--- src/rtl/pc_unit_pkg.sv ---
// pc_unit_pkg: shared encodings and helpers for the fetch-side PC stage.
//   npc_sel_e  : next-PC source select (seq / branch / jump imm26 / jump register)
//   br_type_e  : branch compare kind (beq / bne / blez / bgtz)
//   pc_state_e : RUN / FAULTED state of the PC unit
//   RESET_PC_DEF, IM_WORDS_DEF : default reset PC and instruction memory depth
//   br_offset  : sign-extended, word-scaled branch displacement
//   br_cond    : branch condition evaluation
package pc_unit_pkg;

  typedef enum logic [1:0] {
    NPC_SEQ = 2'b00,
    NPC_BR  = 2'b01,
    NPC_J   = 2'b10,
    NPC_JR  = 2'b11
  } npc_sel_e;

  typedef enum logic [1:0] {
    BR_BEQ  = 2'b00,
    BR_BNE  = 2'b01,
    BR_BLEZ = 2'b10,
    BR_BGTZ = 2'b11
  } br_type_e;

  typedef enum logic {
    ST_RUN     = 1'b0,
    ST_FAULTED = 1'b1
  } pc_state_e;

  localparam logic [31:0] RESET_PC_DEF = 32'h0000_3000;
  localparam int          IM_WORDS_DEF = 4096;

  // imm16 sign-extended to 32 bits and shifted left by two (word offset).
  function automatic logic [31:0] br_offset(input logic [15:0] imm);
    return {{14{imm[15]}}, imm, 2'b00};
  endfunction

  // beq/bne compare bit patterns; blez/bgtz treat rs as two's complement.
  function automatic logic br_cond(input logic [1:0] typ,
                                   input logic [31:0] rs,
                                   input logic [31:0] rt);
    logic signed [31:0] rs_s;
    logic               c;
    rs_s = $signed(rs);
    c    = 1'b0;
    case (typ)
      BR_BEQ:  c = (rs == rt);
      BR_BNE:  c = (rs != rt);
      BR_BLEZ: c = (rs_s <= 32'sd0);
      BR_BGTZ: c = (rs_s >  32'sd0);
      default: c = 1'b0;
    endcase
    return c;
  endfunction

endpackage

--- src/rtl/pc_unit_npc_calc.sv ---
// pc_unit_npc_calc: purely combinational next-PC computation.
//   pc        in  : current PC
//   npc_sel   in  : next-PC source select
//   br_type   in  : branch compare kind
//   imm16     in  : branch offset field
//   imm26     in  : jump index field
//   rs_data   in  : GPR[rs] (compare operand / jr target)
//   rt_data   in  : GPR[rt] (compare operand)
//   pc_plus4  out : pc + 4
//   npc       out : selected next PC
//   taken     out : branch selected and its condition holds
//   legal     out : npc is word aligned and inside instruction memory
module pc_unit_npc_calc
  import pc_unit_pkg::*;
#(
  parameter logic [31:0] RESET_PC = RESET_PC_DEF,
  parameter int          IM_WORDS = IM_WORDS_DEF
) (
  input  logic [31:0] pc,
  input  logic [1:0]  npc_sel,
  input  logic [1:0]  br_type,
  input  logic [15:0] imm16,
  input  logic [25:0] imm26,
  input  logic [31:0] rs_data,
  input  logic [31:0] rt_data,
  output logic [31:0] pc_plus4,
  output logic [31:0] npc,
  output logic        taken,
  output logic        legal
);

  // Bounds are held in 33 bits so that a memory region ending exactly at
  // 2^32 does not wrap the upper limit back to zero.
  localparam logic [32:0] LIM_LO = {1'b0, RESET_PC};
  localparam logic [32:0] LIM_HI = {1'b0, RESET_PC} + (33'(IM_WORDS) << 2);

  logic        cond;
  logic [32:0] npc_ext;

  always_comb begin
    pc_plus4 = pc + 32'd4;
    cond     = br_cond(br_type, rs_data, rt_data);
    taken    = (npc_sel == NPC_BR) && cond;

    npc = pc_plus4;
    case (npc_sel)
      NPC_SEQ: npc = pc_plus4;
      NPC_BR:  npc = taken ? (pc_plus4 + br_offset(imm16)) : pc_plus4;
      NPC_J:   npc = {pc_plus4[31:28], imm26, 2'b00};
      NPC_JR:  npc = rs_data;
      default: npc = pc_plus4;
    endcase

    npc_ext = {1'b0, npc};
    legal   = (npc[1:0] == 2'b00) && (npc_ext >= LIM_LO) && (npc_ext < LIM_HI);
  end

endmodule

--- src/rtl/pc_unit.sv ---
// pc_unit: architectural program counter with illegal-target trapping.
//   clk         in  : system clock, rising edge
//   reset       in  : synchronous active-high reset
//   stall       in  : hold PC and counter this cycle
//   npc_sel     in  : next-PC source (00 seq, 01 branch, 10 j imm26, 11 jr)
//   br_type     in  : branch compare (00 beq, 01 bne, 10 blez, 11 bgtz)
//   imm16       in  : branch offset field
//   imm26       in  : jump index field
//   rs_data     in  : GPR[rs]
//   rt_data     in  : GPR[rt]
//   pc          out : current PC (registered)
//   pc_plus4    out : pc + 4 (combinational, jal link value)
//   npc         out : next PC (combinational)
//   taken       out : branch taken (combinational)
//   fault       out : sticky illegal-target flag (registered)
//   fault_addr  out : target that caused the fault (registered)
//   retired_cnt out : number of PC advances since reset (registered)
module pc_unit
  import pc_unit_pkg::*;
#(
  parameter logic [31:0] RESET_PC = RESET_PC_DEF,
  parameter int          IM_WORDS = IM_WORDS_DEF
) (
  input  logic        clk,
  input  logic        reset,
  input  logic        stall,
  input  logic [1:0]  npc_sel,
  input  logic [1:0]  br_type,
  input  logic [15:0] imm16,
  input  logic [25:0] imm26,
  input  logic [31:0] rs_data,
  input  logic [31:0] rt_data,
  output logic [31:0] pc,
  output logic [31:0] pc_plus4,
  output logic [31:0] npc,
  output logic        taken,
  output logic        fault,
  output logic [31:0] fault_addr,
  output logic [31:0] retired_cnt
);

  logic        legal;
  pc_state_e   state_p0;
  logic [31:0] pc_p0;
  logic        fault_p0;
  logic [31:0] fault_addr_p0;
  logic [31:0] retired_p0;

  pc_unit_npc_calc #(
    .RESET_PC (RESET_PC),
    .IM_WORDS (IM_WORDS)
  ) u_npc_calc (
    .pc       (pc_p0),
    .npc_sel  (npc_sel),
    .br_type  (br_type),
    .imm16    (imm16),
    .imm26    (imm26),
    .rs_data  (rs_data),
    .rt_data  (rt_data),
    .pc_plus4 (pc_plus4),
    .npc      (npc),
    .taken    (taken),
    .legal    (legal)
  );

  // ---- stage p0: PC register and RUN/FAULTED state ----
  // Once FAULTED, nothing moves until reset; a stalled cycle never checks
  // legality, so an illegal target sitting on the bus while stalled is benign.
  always_ff @(posedge clk) begin
    if (reset) begin
      state_p0      <= ST_RUN;
      pc_p0         <= RESET_PC;
      fault_p0      <= 1'b0;
      fault_addr_p0 <= 32'd0;
      retired_p0    <= 32'd0;
    end else begin
      case (state_p0)
        ST_RUN: begin
          if (!stall) begin
            if (!legal) begin
              state_p0      <= ST_FAULTED;
              fault_p0      <= 1'b1;
              fault_addr_p0 <= npc;
            end else begin
              pc_p0      <= npc;
              retired_p0 <= retired_p0 + 32'd1;
            end
          end
        end
        ST_FAULTED: begin
          state_p0 <= ST_FAULTED;
        end
        default: begin
          state_p0 <= ST_FAULTED;
          fault_p0 <= 1'b1;
        end
      endcase
    end
  end

  assign pc          = pc_p0;
  assign fault       = fault_p0;
  assign fault_addr  = fault_addr_p0;
  assign retired_cnt = retired_p0;

endmodule

--- config.mk ---
export PLATFORM = sky130hd
export DESIGN_NAME = pc_unit
export DESIGN_NICKNAME = d
export VERILOG_FILES = /design/src/rtl/pc_unit_pkg.sv /design/src/rtl/pc_unit_npc_calc.sv /design/src/rtl/pc_unit.sv
export SDC_FILE = /design/constraint.sdc
export NUM_CORES = 1
export LEC_CHECK = 0
export ABC_AREA = 1
export BUFFER_PORTS_ARGS = -buffer_cell sky130_fd_sc_hd__buf_4
export CORE_ASPECT_RATIO = 0.8
export CORE_MARGIN = 1
export CORE_UTILIZATION = 58
export DETAILED_ROUTE_END_ITERATION = 10
export PLACE_DENSITY_LB_ADDON = 0.1
export SLEW_MARGIN = 15
export SYNTH_ARGS = -nofsm -noshare
export SYNTH_HDL_FRONTEND = slang
export SYNTH_SLANG_ARGS = --single-unit
export TNS_END_PERCENT = 30
--- constraint.sdc ---
create_clock -name clk -period 6.6 [get_ports clk]
set_input_delay 1.98 -clock clk [delete_from_list [all_inputs] [get_ports clk]]
set_output_delay 1.98 -clock clk [all_outputs]
set_load 0.01 [all_outputs]
==> flow_summary_export.csv <==
group,metric,value,unit
outcome,status,"completed",
route,drt_iter0_drc,1466,
grt,grt_use_total,0.451,
synthesis,synthTopCellsByCount,"nand2_1 (489), inv_1 (236), nor2_1 (179), nand3_1 (120), dfxtp_1 (98)",
route,drt-pass1-iter-count,7,
worst_setup_path,critPathCaptureType,"output pin",
floorplanning,fp.dieW,144,um
worst_setup_path,start_kind,"register",
grt,grt_max_degree,65,
placement,gp_congestion,1.03,
floorplanning,core,15700,um2
timing,fin_worst_skew,0.0102,ns
timing,worst_pin_slew,0.900,ns
synthesis,ys_seq_area_frac,0.211,
layout,regArea,1960,um2
worst_setup_path,crit_arrival,4.54,ns
floorplanning,initial_core_util,0.591,
route,viasPerCell,5.74,
route,ant_nets,0,
synthesis,synth_nets,1749,
synthesis,ys_async_sr_fraction,0,
synthesis,syn-cell-area,9310,um2
clock_network,cts_buffers,9,
grt,antenna_found_initial,0,
clock_network,clock_sinks,98,
layout,final.fill_count,1278,
worst_setup_path,crit_family,"simple AND/OR/NAND/NOR gates",
worst_setup_path,critPathMaxFanout,4,
floorplanning,chipHeight,115,um
worst_setup_path,critPathMostFrequentCell,"nand2_1",
pwr,p_leak,6.15,nW
clock_network,clock_latency,0.35,ns
clock_network,clockBufferDepth,2,
synthesis,synthCells,1601,
worst_setup_path,cpMaxStageDelayCell,"xor2_1",
clock_network,tritoncts,"done",
route,vias,11900,
grt,grt-ovfl-total,0,
layout,multiInputGateArea,6150,um2
layout,drive_gt1_frac,0.202,
synthesis,synth_top_area_frac,0.211,
timing,setup_viol,0,
clock_network,postCtsSetupBuffers,0,
synthesis,syn_area_per_cell,5.81,um2
clock_network,cts_max_level,3,
layout,utilization,0.755,
route,drt_wl_total,38.0,mm
synthesis,synth_edf_count,0,
route,top_layer,"met4",
floorplanning,std_cell_rows,41,
placement,io_buffers,274,
layout,syn2layout_area_growth,27.7,%
clock_network,cts_root_buffer,"clkbuf_16",
grt,grt_pass1_vias,10600,
flow_run,cap_violations,0,
placement,dp_hpwl,30.0,mm
route,wl_per_cell,18.3,um
layout,fin_nets,2006,
timing,min_period_over_period,0.988,
route,drc,0,
pwr,ir_worst_vdd,147,uV
worst_setup_path,path_cells,"ha_1, nand2_2, nor2_4, nand4_2, nor2_2, nand3_1, xor2_1, inv_1, ha_1, nand2_1, o21ai_0, a21oi_1, nand3_1, nand2_1, nand2_1, inv_1, nand2_1, nand2_1, nand2_1, nand3_1, nand2_1, nand2_2, inv_1, buf_4",
clock_network,path_clk_slew,0.07,ns
synthesis,synth_warnings,0,
worst_setup_path,cpPeakStageDelay,0.50,ns
synthesis,synth-seq-cells,98,
timing,report.final.hold_viol_count,0,
timing,rsz0062_at_grt,"false",
timing,fmax,0.153,GHz
worst_setup_path,path_class,"reg2out",
synthesis,yosys.area.top_type,"dfxtp_1",
timing,finalMaxSlewViolations,0,
synthesis,ys_types,48,
floorplanning,ios,275,
timing,relSlewSlack,0.399,
synthesis,synth.most_common_cell,"nand2_1",
min_path,hp-class,"reg2reg",
route,wl_met1,15.1,mm
timing,fin_hold_ws,0.485,ns
synthesis,ys.flop_type,"dfxtp_1",
floorplanning,die_area,16600,um2
pwr,power.density,136,nW/um2
worst_setup_path,cp.required,4.62,ns
route,met3WireLength,5.07,mm
timing,fin_setup_tns,0,ns
route,met2_length,16.2,mm
grt,grt_pass1_wl,57.0,mm
synthesis,synthTopCellsByArea,"dfxtp_1 (21%), nand2_1 (20%), inv_1 (9.5%)",
timing,min_period,6.52,ns
worst_setup_path,crit_buf_inv,4,
report_power, final:
part           leakage [nW]  total, W  internal, W  switching [W]
combinational          5.21  0.000437     0.000171       0.000266
sequential            0.797  0.000618     0.000608     0.00000994
clock                 0.144  0.000556     0.000302       0.000254
flip-flops by register name (all words and copies together), names as in the netlist:
signal and count:
retired_cnt 32, fault_addr 32, fault 1, pc 32
state_p0 1
metal layers:
metal	global-route usage	vias up
li1	-	5569
met1	0.595	5373
met2	0.680	848
met3	0.133	150
met4	0.200	0
met5	0	-
what timing repair did:
| action | in CTS | in global routing |
|---|---|---|
| hold buffers | 0 | 0 |
| gates resized for setup | 0 | 5 |
| endpoints found under the setup margin | 0 | 4 |
placed cells by master, fill, tap and decap left out, types with 7 or more instances in the layout:
cell         n
nor3_1      20
nand3_2      7
clkbuf_16    9
inv_1      236
o21bai_1     8
nor4_1      12
buf_4      298
nand3_1    118
xnor2_1     41
nand2_2     10
a21oi_1     84
nor2_1     178
xor2_1      45
nor2_2      10
nand2_1    488
dfxtp_1     98
inv_2        8
nand4_1     41
ha_1        34
a21oi_2     13
o21ai_0     52
worst paths after layout:
kind	startpoint	end	slack [ns]	cells past startpoint
worst min register to register	retired_cnt[26]	retired_cnt[26]	0.49	2
worst max register to register	pc[3]	fault_addr[3]	1.14	27
worst max-delay path	pc[3]	npc[31]	0.08	24
worst min-delay path	retired_cnt[26]	retired_cnt[26]	0.49	2
kinds of logic (layout without fill, tap and decap cells):
logic type,count (synthesis),after routing,share of synthesized area
DFF,98,98,0.211
and+or+nand+nor,903,903,0.418
other,0,2,0
buffers and inverters,299,561,0.132
adders and majority gates,35,35,0.0479
xor gates and xnor gates,88,88,0.0828
AOI/OAI and AO/OA,178,178,0.108
through the flow:
stage / area (um2) / instances / total power [W] / setup slack (ns)
global placement: 11500 / 2062 / 0.00104 / 0.265
CTS: 11800 / 2078 / 0.00159 / 0.233
floorplan: 9310 / 1601 / 0.000854 / 0.987
global route: 11900 / 2078 / 0.00167 / 0.00815
finish: 11900 / 2080 / 0.00161 / 0.0819
detailed placement: 11500 / 2062 / 0.00105 / 0.244
final cells by class:
type	count	share of cell area
well taps	215	0.0226
inverters	246	0.0777
diodes	2	0.000421
clock inverters	7	0.00727
multi-input cells	1204	0.518
repair buffers	299	0.190
clock buffers	9	0.0190
flip-flops and latches	98	0.165
worst min-delay path: cells and delay by family (launching register included):
kind               cells  cell delay, ns
DFF                    1            0.33
and+or+nand+nor        1            0.06
AOI/OAI and AO/OA      1            0.05
No activity file was read; power rests on OpenSTA's default activity.
